`src/rtl/qam_pkg.sv`:
```
`default_nettype none
// ============================================================================
// Module      : qam_pkg
// Description : Shared symbol width, symbol type and fixed symbol constants
//               for the QAM/QPSK symbol feeder.
// Revision    : 1.0 - initial release
// ============================================================================
package qam_pkg;

    localparam int unsigned SYMBOL_W = 2;

    typedef logic [SYMBOL_W-1:0] symbol_t;

    // Symbol driven after reset and whenever the FIFO runs dry at a boundary
    localparam symbol_t IDLE_SYMBOL_DEFAULT = 2'b00;

    // Preamble alternates between these two, starting with A
    localparam symbol_t PREAMBLE_SYM_A = 2'b11;
    localparam symbol_t PREAMBLE_SYM_B = 2'b00;

endpackage
`default_nettype wire

```
`src/rtl/qam_symbol_feeder_sync_fifo.sv`:
```
`default_nettype none
// ============================================================================
// Module      : sync_fifo
// Description : Single-clock FIFO with registered storage, combinational head
//               read, occupancy level and synchronous active-high reset.
//               DEPTH must be a power of two >= 2.
// Revision    : 1.0 - initial release
// ============================================================================
module sync_fifo
    import qam_pkg::*;
#(
    parameter int unsigned WIDTH = SYMBOL_W,
    parameter int unsigned DEPTH = 4
) (
    input  logic                   clk,
    input  logic                   rst,
    input  logic                   push,
    input  logic [WIDTH-1:0]       push_data,
    input  logic                   pop,
    output logic [WIDTH-1:0]       pop_data,
    output logic                   full,
    output logic                   empty,
    output logic [$clog2(DEPTH):0] level
);

    localparam int unsigned AW = $clog2(DEPTH);
    localparam logic [AW:0] C_DEPTH = (AW+1)'(DEPTH);

    logic [WIDTH-1:0] mem_q [DEPTH];
    logic [WIDTH-1:0] mem_d [DEPTH];
    logic [AW-1:0]    wr_ptr_q, wr_ptr_d;
    logic [AW-1:0]    rd_ptr_q, rd_ptr_d;
    logic [AW:0]      count_q, count_d;
    logic             w_do_push;
    logic             w_do_pop;

    assign full     = (count_q == C_DEPTH);
    assign empty    = (count_q == '0);
    assign level    = count_q;
    assign pop_data = mem_q[rd_ptr_q];

    // Next-state: pointers wrap naturally because DEPTH is a power of two
    always_comb begin
        w_do_push = push && !full;
        w_do_pop  = pop && !empty;
        mem_d     = mem_q;
        wr_ptr_d  = wr_ptr_q;
        rd_ptr_d  = rd_ptr_q;
        count_d   = count_q;
        if (w_do_push) begin
            mem_d[wr_ptr_q] = push_data;
            wr_ptr_d        = wr_ptr_q + AW'(1);
        end
        if (w_do_pop) begin
            rd_ptr_d = rd_ptr_q + AW'(1);
        end
        case ({w_do_push, w_do_pop})
            2'b10:   count_d = count_q + (AW+1)'(1);
            2'b01:   count_d = count_q - (AW+1)'(1);
            default: count_d = count_q;
        endcase
    end

    // Pointer and occupancy registers
    always_ff @(posedge clk) begin
        if (rst) begin
            wr_ptr_q <= '0;
            rd_ptr_q <= '0;
            count_q  <= '0;
        end else begin
            wr_ptr_q <= wr_ptr_d;
            rd_ptr_q <= rd_ptr_d;
            count_q  <= count_d;
        end
    end

    // Storage needs no reset: it is only read while the FIFO is non-empty
    always_ff @(posedge clk) begin
        mem_q <= mem_d;
    end

endmodule
`default_nettype wire

```
`src/rtl/qam_symbol_feeder.sv`:
```
`default_nettype none
// ============================================================================
// Module      : qam_symbol_feeder
// Description : Packs a valid/ready serial bit stream into 2-bit symbols,
//               buffers them and presents each one for SYMBOL_PERIOD enabled
//               clocks, flagging underrun when the FIFO is empty at a symbol
//               boundary after the first real symbol.
//               Optional macro QAM_SYMBOL_FEEDER_PREAMBLE_EN: emit PREAMBLE_LEN
//               alternating 11/00 symbols after reset before normal output.
// Revision    : 1.0 - initial release
// ============================================================================
module qam_symbol_feeder
    import qam_pkg::*;
#(
    parameter int unsigned SYMBOL_PERIOD = 16,
    parameter int unsigned FIFO_DEPTH    = 4,
    parameter symbol_t     IDLE_SYMBOL   = IDLE_SYMBOL_DEFAULT,
    parameter int unsigned PREAMBLE_LEN  = 8
) (
    input  logic                        clk,
    input  logic                        rst,
    input  logic                        en,
    input  logic                        bit_in,
    input  logic                        bit_valid,
    output logic                        bit_ready,
    output symbol_t                     data_out,
    output logic                        sym_strobe,
    output logic                        underrun,
    output logic [$clog2(FIFO_DEPTH):0] fifo_level
);

    localparam int unsigned CNT_W = (SYMBOL_PERIOD > 1) ? $clog2(SYMBOL_PERIOD) : 1;
    localparam logic [CNT_W-1:0] CNT_LAST = CNT_W'(SYMBOL_PERIOD - 1);

    logic [CNT_W-1:0] cnt_q, cnt_d;
    logic             half_q, half_d;
    logic             msb_q, msb_d;
    logic             started_q, started_d;
    symbol_t          data_q, data_d;
    logic             strobe_q, strobe_d;
    logic             underrun_q, underrun_d;

    logic             w_accept;
    logic             w_boundary;
    logic             w_push;
    logic             w_pop;
    symbol_t          w_push_data;
    symbol_t          w_head;
    logic             w_full;
    logic             w_empty;
    logic             w_in_preamble;
    symbol_t          w_pre_symbol;

    assign bit_ready   = !rst && !w_full;
    assign w_accept    = bit_valid && bit_ready;
    assign w_boundary  = en && (cnt_q == CNT_LAST);
    assign w_push_data = {msb_q, bit_in};

    sync_fifo #(
        .WIDTH (SYMBOL_W),
        .DEPTH (FIFO_DEPTH)
    ) u_fifo (
        .clk       (clk),
        .rst       (rst),
        .push      (w_push),
        .push_data (w_push_data),
        .pop       (w_pop),
        .pop_data  (w_head),
        .full      (w_full),
        .empty     (w_empty),
        .level     (fifo_level)
    );

`ifdef QAM_SYMBOL_FEEDER_PREAMBLE_EN
    localparam int unsigned PRE_W = $clog2(PREAMBLE_LEN + 1);
    localparam logic [PRE_W-1:0] PRE_END = PRE_W'(PREAMBLE_LEN);

    logic [PRE_W-1:0] pre_cnt_q, pre_cnt_d;

    assign w_in_preamble = (pre_cnt_q != PRE_END);
    assign w_pre_symbol  = pre_cnt_q[0] ? PREAMBLE_SYM_B : PREAMBLE_SYM_A;

    // Count preamble boundaries; saturates once the preamble is complete
    always_comb begin
        pre_cnt_d = pre_cnt_q;
        if (w_boundary && w_in_preamble) begin
            pre_cnt_d = pre_cnt_q + PRE_W'(1);
        end
    end

    // Preamble boundary counter register
    always_ff @(posedge clk) begin
        if (rst) begin
            pre_cnt_q <= '0;
        end else begin
            pre_cnt_q <= pre_cnt_d;
        end
    end
`else
    logic w_unused_preamble;

    assign w_in_preamble     = 1'b0;
    assign w_pre_symbol      = PREAMBLE_SYM_A;
    assign w_unused_preamble = (PREAMBLE_LEN == 0);
`endif

    // Period counter, bit pairing and symbol selection at each boundary
    always_comb begin
        cnt_d      = cnt_q;
        half_d     = half_q;
        msb_d      = msb_q;
        started_d  = started_q;
        data_d     = data_q;
        strobe_d   = w_boundary;
        underrun_d = 1'b0;
        w_push     = 1'b0;
        w_pop      = 1'b0;

        if (en) begin
            cnt_d = (cnt_q == CNT_LAST) ? '0 : cnt_q + CNT_W'(1);
        end

        // First bit of a pair is parked; second completes and pushes it
        if (w_accept) begin
            if (half_q) begin
                w_push = 1'b1;
                half_d = 1'b0;
            end else begin
                msb_d  = bit_in;
                half_d = 1'b1;
            end
        end

        // Emptiness is the pre-edge state, so a same-edge push never falls through
        if (w_boundary) begin
            if (w_in_preamble) begin
                data_d = w_pre_symbol;
            end else if (!w_empty) begin
                w_pop     = 1'b1;
                data_d    = w_head;
                started_d = 1'b1;
            end else begin
                data_d     = IDLE_SYMBOL;
                underrun_d = started_q;
            end
        end
    end

    // State and output registers
    always_ff @(posedge clk) begin
        if (rst) begin
            cnt_q      <= '0;
            half_q     <= 1'b0;
            msb_q      <= 1'b0;
            started_q  <= 1'b0;
            data_q     <= IDLE_SYMBOL;
            strobe_q   <= 1'b0;
            underrun_q <= 1'b0;
        end else begin
            cnt_q      <= cnt_d;
            half_q     <= half_d;
            msb_q      <= msb_d;
            started_q  <= started_d;
            data_q     <= data_d;
            strobe_q   <= strobe_d;
            underrun_q <= underrun_d;
        end
    end

    assign data_out   = data_q;
    assign sym_strobe = strobe_q;
    assign underrun   = underrun_q;

endmodule
`default_nettype wire

```
`config.mk`:
```
export PLATFORM = sky130hd
export DESIGN_NAME = qam_symbol_feeder
export DESIGN_NICKNAME = d
export VERILOG_FILES = /design/src/rtl/qam_pkg.sv /design/src/rtl/qam_symbol_feeder_sync_fifo.sv /design/src/rtl/qam_symbol_feeder.sv
export SDC_FILE = /design/constraint.sdc
export NUM_CORES = 1
export LEC_CHECK = 0
export ABC_AREA = 1
export CAP_MARGIN = 20
export CORE_UTILIZATION = 43
export DETAILED_ROUTE_END_ITERATION = 12
export HOLD_SLACK_MARGIN = 0.08
export PLACE_DENSITY = 0.66
export SYNTH_ARGS = -nofsm -noshare
export SYNTH_HDL_FRONTEND = slang
export SYNTH_SLANG_ARGS = --single-unit
```
`constraint.sdc`:
```
create_clock -name clk -period 1.59 [get_ports clk]
set_input_delay 0.159 -clock clk [delete_from_list [all_inputs] [get_ports clk]]
set_output_delay 0.159 -clock clk [all_outputs]
set_load 0.03 [all_outputs]
```
Word level (Yosys, flattened, before mapping)
Cells that the tools add are included.
{"block": "word_totals", "wordCells": 59, "regBits": 26, "inputBits": 5, "out_inout_bits": 8}
{"block": "op_classes", "n_bitwise": 5, "n_eq_ne": 4, "n_reduce_logical": 14, "n_mux": 14, "n_addsub": 5, "magnitude_cmp": 3}
{"op": "8-bit bitwise mux", "count": 1}
{"op": "2-bit 2-to-1 mux", "count": 4}
{"op": "3-bit greater-or-equal comparator (second input constant)", "count": 2}
{"op": "1-bit logical AND", "count": 6}
{"op": "2-bit inverter with 3-bit output", "count": 2}
{"op": "3-bit one-hot mux with 2 select lines", "count": 1}
{"op": "1-bit 2-to-1 mux", "count": 5}
{"op": "2-bit by 1-bit adder with 2-bit output (second input constant)", "count": 2}
{"op": "4-bit by 1-bit adder with 4-bit output (second input constant)", "count": 1}
{"op": "2-bit binary-select mux with 2-bit select", "count": 1}
{"op": "2-bit demux with 2-bit select", "count": 1}
{"op": "4-bit == test (second input constant)", "count": 1}
{"op": "4-bit 2-to-1 mux", "count": 1}
{"op": "2-bit AND reduction", "count": 2}
{"op": "3-bit by 1-bit adder with 3-bit output (second input constant)", "count": 1}
{"op": "3-bit == test (second input constant)", "count": 1}
{"op": "1-bit logical NOT", "count": 3}
{"op": "3-bit logical NOT", "count": 1}
{"op": "3-bit by 1-bit < comparator with 1-bit output (second input constant)", "count": 1}
{"op": "1-bit inverter", "count": 3}
{"op": "3-bit OR reduction", "count": 1}
{"op": "3-bit by 1-bit subtractor with 3-bit output (second input constant)", "count": 1}
{"op": "2-bit by 1-bit == test with 1-bit output (second input constant)", "count": 1}
{"op": "2-bit == test (second input constant)", "count": 1}
{"op": "2-bit nonzero test", "count": 1}

Logic depth before layout (Yosys ltp)
Gate-level depths: netlist of the first run.
{"block": "logic_depth", "depth_word": 8, "depth_mapped": 12}

Hierarchy
A second synthesis of the first run with hierarchy kept.
{"block": "hier_totals", "cells_unflattened": 149, "hier_area_um2": 1255.0}
{"module": "sync_fifo", "area_each_um2": 745.7, "instances": 1, "cells_per_inst": 86}
{"module": "qam_symbol_feeder", "area_each_um2": 509.2, "instances": 1, "cells_per_inst": 63}

Least setup slack after synthesis of the first run
No wires, ideal clock.
{"block": "synth_timing", "path_type": "reg2reg", "start": "register u_fifo.count_q[0] (netlist: u_fifo.level[0])", "end": "register u_fifo.count_q[2] (netlist: u_fifo.level[2])", "t_arrival_ps": 1896, "path_slack_ps": -376, "path_stages_with_launch": 11, "path_buffers": 0, "path_cell_list": "dfxtp_1 -> nor2_4 -> nand2_4 -> nand4_4 -> ha_1 -> fa_1 -> nor2_1 -> nor2_1 -> nand2_1 -> o21ai_0 -> a21oi_1"}
{"block": "synth_via", "elab_chain_cells": 8}
{"element": "start, declared", "line": "qam_symbol_feeder_sync_fifo.sv:33", "source": "logic [AW:0] count_q, count_d;"}
{"element": "start signal, assigned", "line": "qam_symbol_feeder_sync_fifo.sv:73", "source": "count_q <= count_d;"}
{"element": "3-bit == test", "line": "qam_symbol_feeder_sync_fifo.sv:37", "source": "assign full = (count_q == C_DEPTH);"}
{"element": "1-bit logical NOT", "line": "qam_symbol_feeder_sync_fifo.sv:44, qam_symbol_feeder.sv:54"}
{"element": "1-bit logical AND", "line": "qam_symbol_feeder.sv:54", "source": "assign bit_ready = !rst && !w_full;"}
{"element": "1-bit logical AND", "line": "qam_symbol_feeder.sv:55", "source": "assign w_accept = bit_valid && bit_ready;"}
{"element": "1-bit 2-to-1 mux", "line": "qam_symbol_feeder.sv:124", "source": "if (w_accept) begin"}
{"element": "1-bit logical AND", "line": "qam_symbol_feeder_sync_fifo.sv:44", "source": "w_do_push = push && !full;"}
{"element": "2-bit by 1-bit == test with 1-bit output or 2-bit == test (tied branches)", "line": "qam_symbol_feeder_sync_fifo.sv:57", "source": "case ({w_do_push, w_do_pop})"}
{"element": "3-bit one-hot mux with 2 select lines or 2-bit nonzero test (tied branches)"}
Parallel ways exist; a longest one is shown, timed or not.
A chain may end at the register's enable or synchronous reset.

Final worst setup path of the first run
{"block": "layout_timing", "start": "register cnt_q[1]", "end": "register u_fifo.count_q[1] (netlist: u_fifo.level[1])"}
{"block": "layout_via", "elab_chain_cells": 6}
{"element": "start, declared", "line": "qam_symbol_feeder.sv:35", "source": "logic [CNT_W-1:0] cnt_q, cnt_d;"}
{"element": "start signal, assigned", "line": "qam_symbol_feeder.sv:160", "source": "cnt_q <= cnt_d;"}
{"element": "4-bit == test (*)", "line": "qam_symbol_feeder.sv:56", "source": "assign w_boundary = en && (cnt_q == CNT_LAST);"}
{"element": "1-bit logical AND (*)", "line": "qam_symbol_feeder.sv:56"}
{"element": "1-bit 2-to-1 mux (*)", "line": "qam_symbol_feeder.sv:135", "source": "if (w_boundary) begin"}
{"element": "via u_fifo.pop", "line": "qam_symbol_feeder_sync_fifo.sv:19", "source": "input logic pop,"}
{"element": "1-bit logical AND (*)", "line": "qam_symbol_feeder_sync_fifo.sv:45", "source": "w_do_pop = pop && !empty;"}
{"element": "2-bit by 1-bit == test with 1-bit output or 2-bit == test (tied branches)", "line": "qam_symbol_feeder_sync_fifo.sv:57"}
{"element": "3-bit one-hot mux with 2 select lines (*)", "line": "qam_symbol_feeder_sync_fifo.sv:57"}
{"element": "via u_fifo.count_d[1]", "line": "qam_symbol_feeder_sync_fifo.sv:33"}
The timed path passes the listed nets; every way through them passes the cells marked *.

==> results of run 1 <==
[state kept, by name, indices dropped and copies added, names as in the netlist]
name             flops
underrun             1
sym_strobe           1
half_q               1
u_fifo.rd_ptr_q      2
u_fifo.wr_ptr_q      2
u_fifo.level         3
msb_q                1
data_out             2
u_fifo.mem_q         8
started_q            1
cnt_q                4
[Yosys cell counts, drive strengths merged]
cell    number  area share [%]
nand2       29              11
inv         18             6.0
ha           6             6.2
edfxtp       8              20
fa           1             1.6
o21ai        8             3.9
buf          1            0.62
nor3b        1            0.62
xor2         1            0.72
a21oi        7             2.9
nand3        8             3.7
nor3         2             1.2
xnor2        1            0.72
nand4        3             2.8
o21bai       1            0.62
dfxtp       18              30
nor2        20             7.4
clkbuf       1            0.41
[area by class of cell]
cell class / count / share of cell area [%]
Sequential cell: 26 / 39.0
Multi-Input combinational cell: 88 / 36.1
Timing Repair Buffer: 30 / 16.2
Inverter: 18 / 4.63
Tap cell: 30 / 2.39
Clock buffer: 3 / 1.44
Clock inverter: 1 / 0.239
[worst min path at each step]
stage | from | to | slack (ps)
after floorplan | rst | u_fifo.rd_ptr_q[1]$_SDFFE_PP0P_ | 230
after global placement | started_q$_SDFFE_PP0P_ | started_q$_SDFFE_PP0P_ | 440
after detailed placement | started_q$_SDFFE_PP0P_ | started_q$_SDFFE_PP0P_ | 440
after CTS | en | cnt_q[1]$_SDFFE_PP0P_ | 460
after global routing | en | cnt_q[1]$_SDFFE_PP0P_ | 480
final | en | cnt_q[1]$_SDFFE_PP0P_ | 450
[worst max-delay path: cells and delay by family, from the launching register on]
family	cells	cell delay [ps]
adder cells (fa/ha/maj)	3	700
flip-flops	1	380
AND/OR/NAND/NOR	4	310
AO/OA/AOI/OAI	1	130
buffers and inverters	1	60
[cells by family (layout without fill, tap and decap cells)]
group	after synthesis	after routing	share of synthesized area [%]
AO/OA/AOI/OAI	16	16	7.42
XOR/XNOR	2	2	1.44
adder cells (fa/ha/maj)	7	7	7.83
flip-flops	26	26	49.5
buffers and inverters	20	52	7.01
AND/OR/NAND/NOR	63	63	26.8
[placed cells by master, fill, tap and decap left out, drive strengths merged]
cell type,count
o21ai,8
nand3,8
clkbuf,3
inv,18
xor2,1
o21bai,1
clkdlybuf4s50,9
dlymetal6s2s,1
nand4,3
nor2,20
nor3b,1
nand2,29
xnor2,1
ha,6
fa,1
buf,19
nor3,2
edfxtp,8
clkinv,1
a21oi,7
dlygate4sd2,1
dfxtp,18
[layer usage]
metal	wire, um	vias to the layer above	share of wire [%]
met5	0	-	0
met4	10	0	0.48
met3	43	2	2.1
met2	1040	9	50
met1	975	404	47
li1	-	502	-
[where the power goes]
group | switching, W | total, W | internal (W)
clock | 0.000194 | 0.000285 | 0.0000918
sequential | 0.0000128 | 0.000708 | 0.000696
combinational | 0.0000593 | 0.000110 | 0.0000503
total | 0.000266 | 0.00110 | 0.000838
[per-stage QoR]
step,hold WS [ps],setup WS [ps]
3_5_place_dp,441,-215
3_3_place_gp,440,-196
6_report,453,-64.9
4_1_cts,455,-72.5
5_1_grt,475,-201
2_1_floorplan,228,-60.4
[repair_timing]
action,4_1_cts,5_1_grt
resized for setup,3,2
endpoints found under the hold margin,0,0
buffers inserted,4,1
setup endpoints to repair,4,4
pin swaps,2,1
==> impl_metrics.ini, run 1 <==
[critical_path]
slowest_delay_ps = 420
critPathRequiredTime_ps = 1830
cp-end-kind = register
critical_path.reg2reg.startpoint = cnt_q[1]$_SDFFE_PP0P_
crit_top_cell = ha_4
endpoint = u_fifo.level[1]$_SDFFE_PP0P_
arrival_ps = 1890
worstRegToRegCells = 9
timing.critical_path.cells = ha_4 -> nand3_4 -> nor2_4 -> nand2_4 -> inv_4 -> ha_4 -> fa_2 -> o21ai_1 -> nor2_1
timing.rr.end = u_fifo.level[1]$_SDFFE_PP0P_
crit_path_max_fanout = 2
worst-r2r-setup-slack_ps = -60
startpoint = cnt_q[1]$_SDFFE_PP0P_
crit_type = register to register
critical-path-slowest-cell = fa_2
critical_path.startpoint_type = register

[finish]
finish.cell_count_without_fillers = 196
final_net_count = 179
synthToLayoutAreaGrowth_pct = 29.2
filler_cell_count = 242
sequential_cell_area_um2 = 612
area_of_the_multi_input_gates_um2 = 566
final_design_area_no_fill_um2 = 1570
drive_above_1_share_pct = 27.7
antenna_cells_inserted = 0
finalCoreUtilization_pct = 61.1

[synthesis]
synth.lib_cells_used.distinct = 27
synthesized_flop_and_latch_total = 26
synth_warnings = 0
synth_sequential_area_ratio_pct = 49.5
synth_nets = 146
mapped_cells = 134
avgSynthCellArea_um2 = 9.06
netlist_area_pre_place_um2 = 1210

[global_routing]
m1_gr_usage_pct = 20.8
wire_length_of_the_first_global_routing_pass_um = 3610
track_usage_pct = 16.9
pin_count_of_the_biggest_net_entering_global_routing = 16
overflow = 0
number_of_antenna_violations_at_the_first_check_in_global_routing = 0
grt_pass1_vias = 844
grt_use_met3_pct = 3.28
grt_util_met2_pct = 28.9
gr_busiest_metal = met2

[die]
floorplan.initialDensity_pct = 47.3
coreArea_um2 = 2570
boundaryPins = 13
design.die.area_um2 = 3040
placement_rows = 18
die_y_um = 55.1
chipWidth_um = 55.1

[sta]
timing.final.hold_violations = 0
maxSlewViolCount = 0
setup_repair_after_global_routing_missed_its_margin = true
slew_at_the_pin_with_the_worst_max_slew_slack_ps = 310
skew_ps = 12.5
final.setup.worst_slack_ps = -64.9
setup_viol_count_final = 3
final.setup.tns_ps = -178
fmax_mhz = 604
slew_headroom_pct = 79.3
period_utilization_pct = 104
finalWorstPathRequiredPeriod_ps = 1650

[status]
violations_in_the_final_reports = negative setup slack
run_status = complete, but fails checks

[power_and_ir_drop]
irDropWorstVdd_uv = 379
post-layout-total-power_w = 0.00110
p_per_area_nw_per_um2 = 704
p_leak_nw = 0.689

[hold_path]
min_path_cells = 3
holdCritPathClass = input pin to register

[cts]
clkSlewWorstSetupHoldPaths_ps = 150
numCtsBuffers = 3
cts_buffer_depth = 2
buffer_cell_driving_the_clock_tree_root = clkbuf_4
tritoncts = done
source_to_sink_clock_delay_at_the_later_pin_of_the_worst_skew_pair_ps = 320
htree_levels = 1
clkSinkCount = 26
ctsHoldBuffers = 0

[placed_design]
place.detailed.hpwl_um = 1550
portBuffers = 12
routabilityCongestion = 0.736
dpl.cell_count = 187
dpl_cell_area_um2 = 1490

[routing]
drcViolationCount = 0
drt-pass1-iter-count = 4
vias_per_cell = 4.68
route.antenna.remaining_nets = 0
count_of_routing_violations_after_the_opening_detailed_route_iteration = 11
detail_route.wirelength_um = 2070
dr_wl_cell_um = 10.6
num_vias = 917

[job]
cap_viol_max_count = 0
(Power assumes the default switching activity.)
==> inputs of run 2 (changes only) <==
--- a/config.mk
+++ b/config.mk
@@ -7,6 +7,7 @@
 export LEC_CHECK = 0
 export ABC_AREA = 1
 export CAP_MARGIN = 20
+export CORE_MARGIN = 2
 export CORE_UTILIZATION = 43
 export DETAILED_ROUTE_END_ITERATION = 12
 export HOLD_SLACK_MARGIN = 0.08
==> run 2 against run 1 <==
  * The run still ends with negative setup slack left
  * Cell area is 2.2% higher
  * Via count down 1.3%
  * Non-clock buffer count unchanged
  * Worst setup slack got worse by 13 ps
==> impl_metrics.ini, run 2 (same netlist as run 1, synthesis figures left out) <==
[placed_design]
dpl.cell_count = 188
dpl_cell_area_um2 = 1490
routabilityCongestion = 0.716
place.detailed.hpwl_um = 1580
portBuffers = 12
dpl_worst_slack_ps = -229

[die]
coreArea_um2 = 2710
boundaryPins = 13
chipWidth_um = 57.1
design.die.area_um2 = 3260
die_y_um = 57.1
placement_rows = 19
floorplan.initialDensity_pct = 44.8

[finish]
final_design_area_no_fill_um2 = 1600
final_net_count = 179
finish.cell_count_without_fillers = 197
largest_register_ff_count = 8
finalCoreUtilization_pct = 59.1
final_common_cell = nand2_1
drive_above_1_share_pct = 27.7
synthToLayoutAreaGrowth_pct = 32.0
reg_with_most_ffs = u_fifo.mem_q
antenna_cells_inserted = 0
layout.cells.most_common_list = 25 x nand2_1, 18 x nor2_1, 18 x buf_4

[critical_path]
critPathRequiredTime_ps = 1850
cp-end-kind = register
crit_type = register to register
critical_path.startpoint_type = register
crit_path_max_fanout = 2
arrival_ps = 1930

[routing]
vias_per_cell = 4.59
detail_route.wirelength_um = 2080
count_of_routing_violations_after_the_opening_detailed_route_iteration = 13
num_vias = 905
dr_wl_cell_um = 10.5
drt-pass1-iter-count = 4
route.antenna.remaining_nets = 0
drcViolationCount = 0

[power_and_ir_drop]
combPwrFrac_pct = 9.3
switchingPower_w = 0.000264
sequential_share_of_power_pct = 55.7
internal-power_w = 0.00101
irDropWorstVdd_uv = 696
p_sw_share_pct = 20.8
p_leak_nw = 0.692
p_per_area_nw_per_um2 = 794
power.share.clock_pct = 35.0

[status]
run_status = complete, but fails checks
violations_in_the_final_reports = negative setup slack

[sta]
final.setup.worst_slack_ps = -78.0
skew_ps = 5.22
timing.final.hold_violations = 0
slew_at_the_pin_with_the_worst_max_slew_slack_ps = 310
setup_repair_after_global_routing_missed_its_margin = true
period_utilization_pct = 105
fmax_mhz = 600
slew_headroom_pct = 79.3
final.setup.tns_ps = -210
maxSlewViolCount = 0
setup_viol_count_final = 3
finalWorstPathRequiredPeriod_ps = 1670

[cts]
numCtsBuffers = 3
source_to_sink_clock_delay_at_the_later_pin_of_the_worst_skew_pair_ps = 320
clkSinkCount = 26
htree_levels = 1
cts_buffer_depth = 2
clkSlewWorstSetupHoldPaths_ps = 140
tritoncts = done
buffer_cell_driving_the_clock_tree_root = clkbuf_4

[global_routing]
grt_pass1_vias = 934
track_usage_pct = 15.0
overflow = 0
number_of_antenna_violations_at_the_first_check_in_global_routing = 0
pin_count_of_the_biggest_net_entering_global_routing = 16
wire_length_of_the_first_global_routing_pass_um = 3790

[hold_path]
holdCritPathClass = input pin to register

[job]
cap_viol_max_count = 0
==> run 2: cell type report <==
cell class / count / area, um2
multi-input combinational: 88 / 563
fill: 244 / 1110
clock buffer: 3 / 22.5
timing repair buffer: 30 / 263
tap: 31 / 38.8
clock inverter: 1 / 30.0
sequential: 26 / 612
inverter: 18 / 72.6
==> run 2: final timing paths <==
check | slack (ps) | startpoint | cells past startpoint | to
hold / removal | 470 | en | 3 | cnt_q[1]$_SDFFE_PP0P_
setup reg to reg | -80 | u_fifo.level[0]$_SDFFE_PP0P_ | 11 | u_fifo.level[2]$_SDFFE_PP0P_
setup / recovery | -80 | u_fifo.level[0]$_SDFFE_PP0P_ | 11 | u_fifo.level[2]$_SDFFE_PP0P_
hold reg to reg | 480 | started_q$_SDFFE_PP0P_ | 2 | started_q$_SDFFE_PP0P_
==> run 2: timing repair <==
| action | in CTS | in global routing |
|---|---|---|
| hold buffers | 0 | 0 |
| endpoints found under the setup margin | 5 | 3 |
| pin swaps | 1 | 2 |
| gates resized for setup | 4 | 0 |
| buffers inserted | 4 | 1 |
==> run 2: through the flow <==
step | power, W | hold WS [ps]
after floorplan | 0.000782 | 228
after global placement | 0.000829 | 439
after detailed placement | 0.000834 | 447
after CTS | 0.00128 | 457
after global routing | 0.00133 | 469
final | 0.00127 | 467
==> run 2: power by group through the flow <==
stage | Sequential [W] | Clock [W] | Combinational, W
6_report | 0.000708 | 0.000445 | 0.000118
5_1_grt | 0.000711 | 0.000485 | 0.000133
4_1_cts | 0.000708 | 0.000457 | 0.000113
3_5_place_dp | 0.000723 | 0 | 0.000111
2_1_floorplan | 0.000726 | 0 | 0.0000569
3_3_place_gp | 0.000722 | 0 | 0.000107
==> run 2: worst max-delay path, cell delays in order (launching register included) <==
cell	delay, ps
dfxtp_4	380
nor2_4	150
nand2_2	100
nand2_4	90
inv_4	40
ha_4	150
fa_2	330
nor2_1	90
nor2_1	50
nand2_1	70
o21ai_1	60
a21oi_1	110
==> run 2: per-layer routing <==
| metal | global-route usage, % | wire (um) |
|---|---|---|
| met5 | 0 | 0 |
| met4 | 4.98 | 18 |
| met3 | 4.08 | 70 |
| met2 | 27.3 | 1050 |
| met1 | 16.7 | 941 |
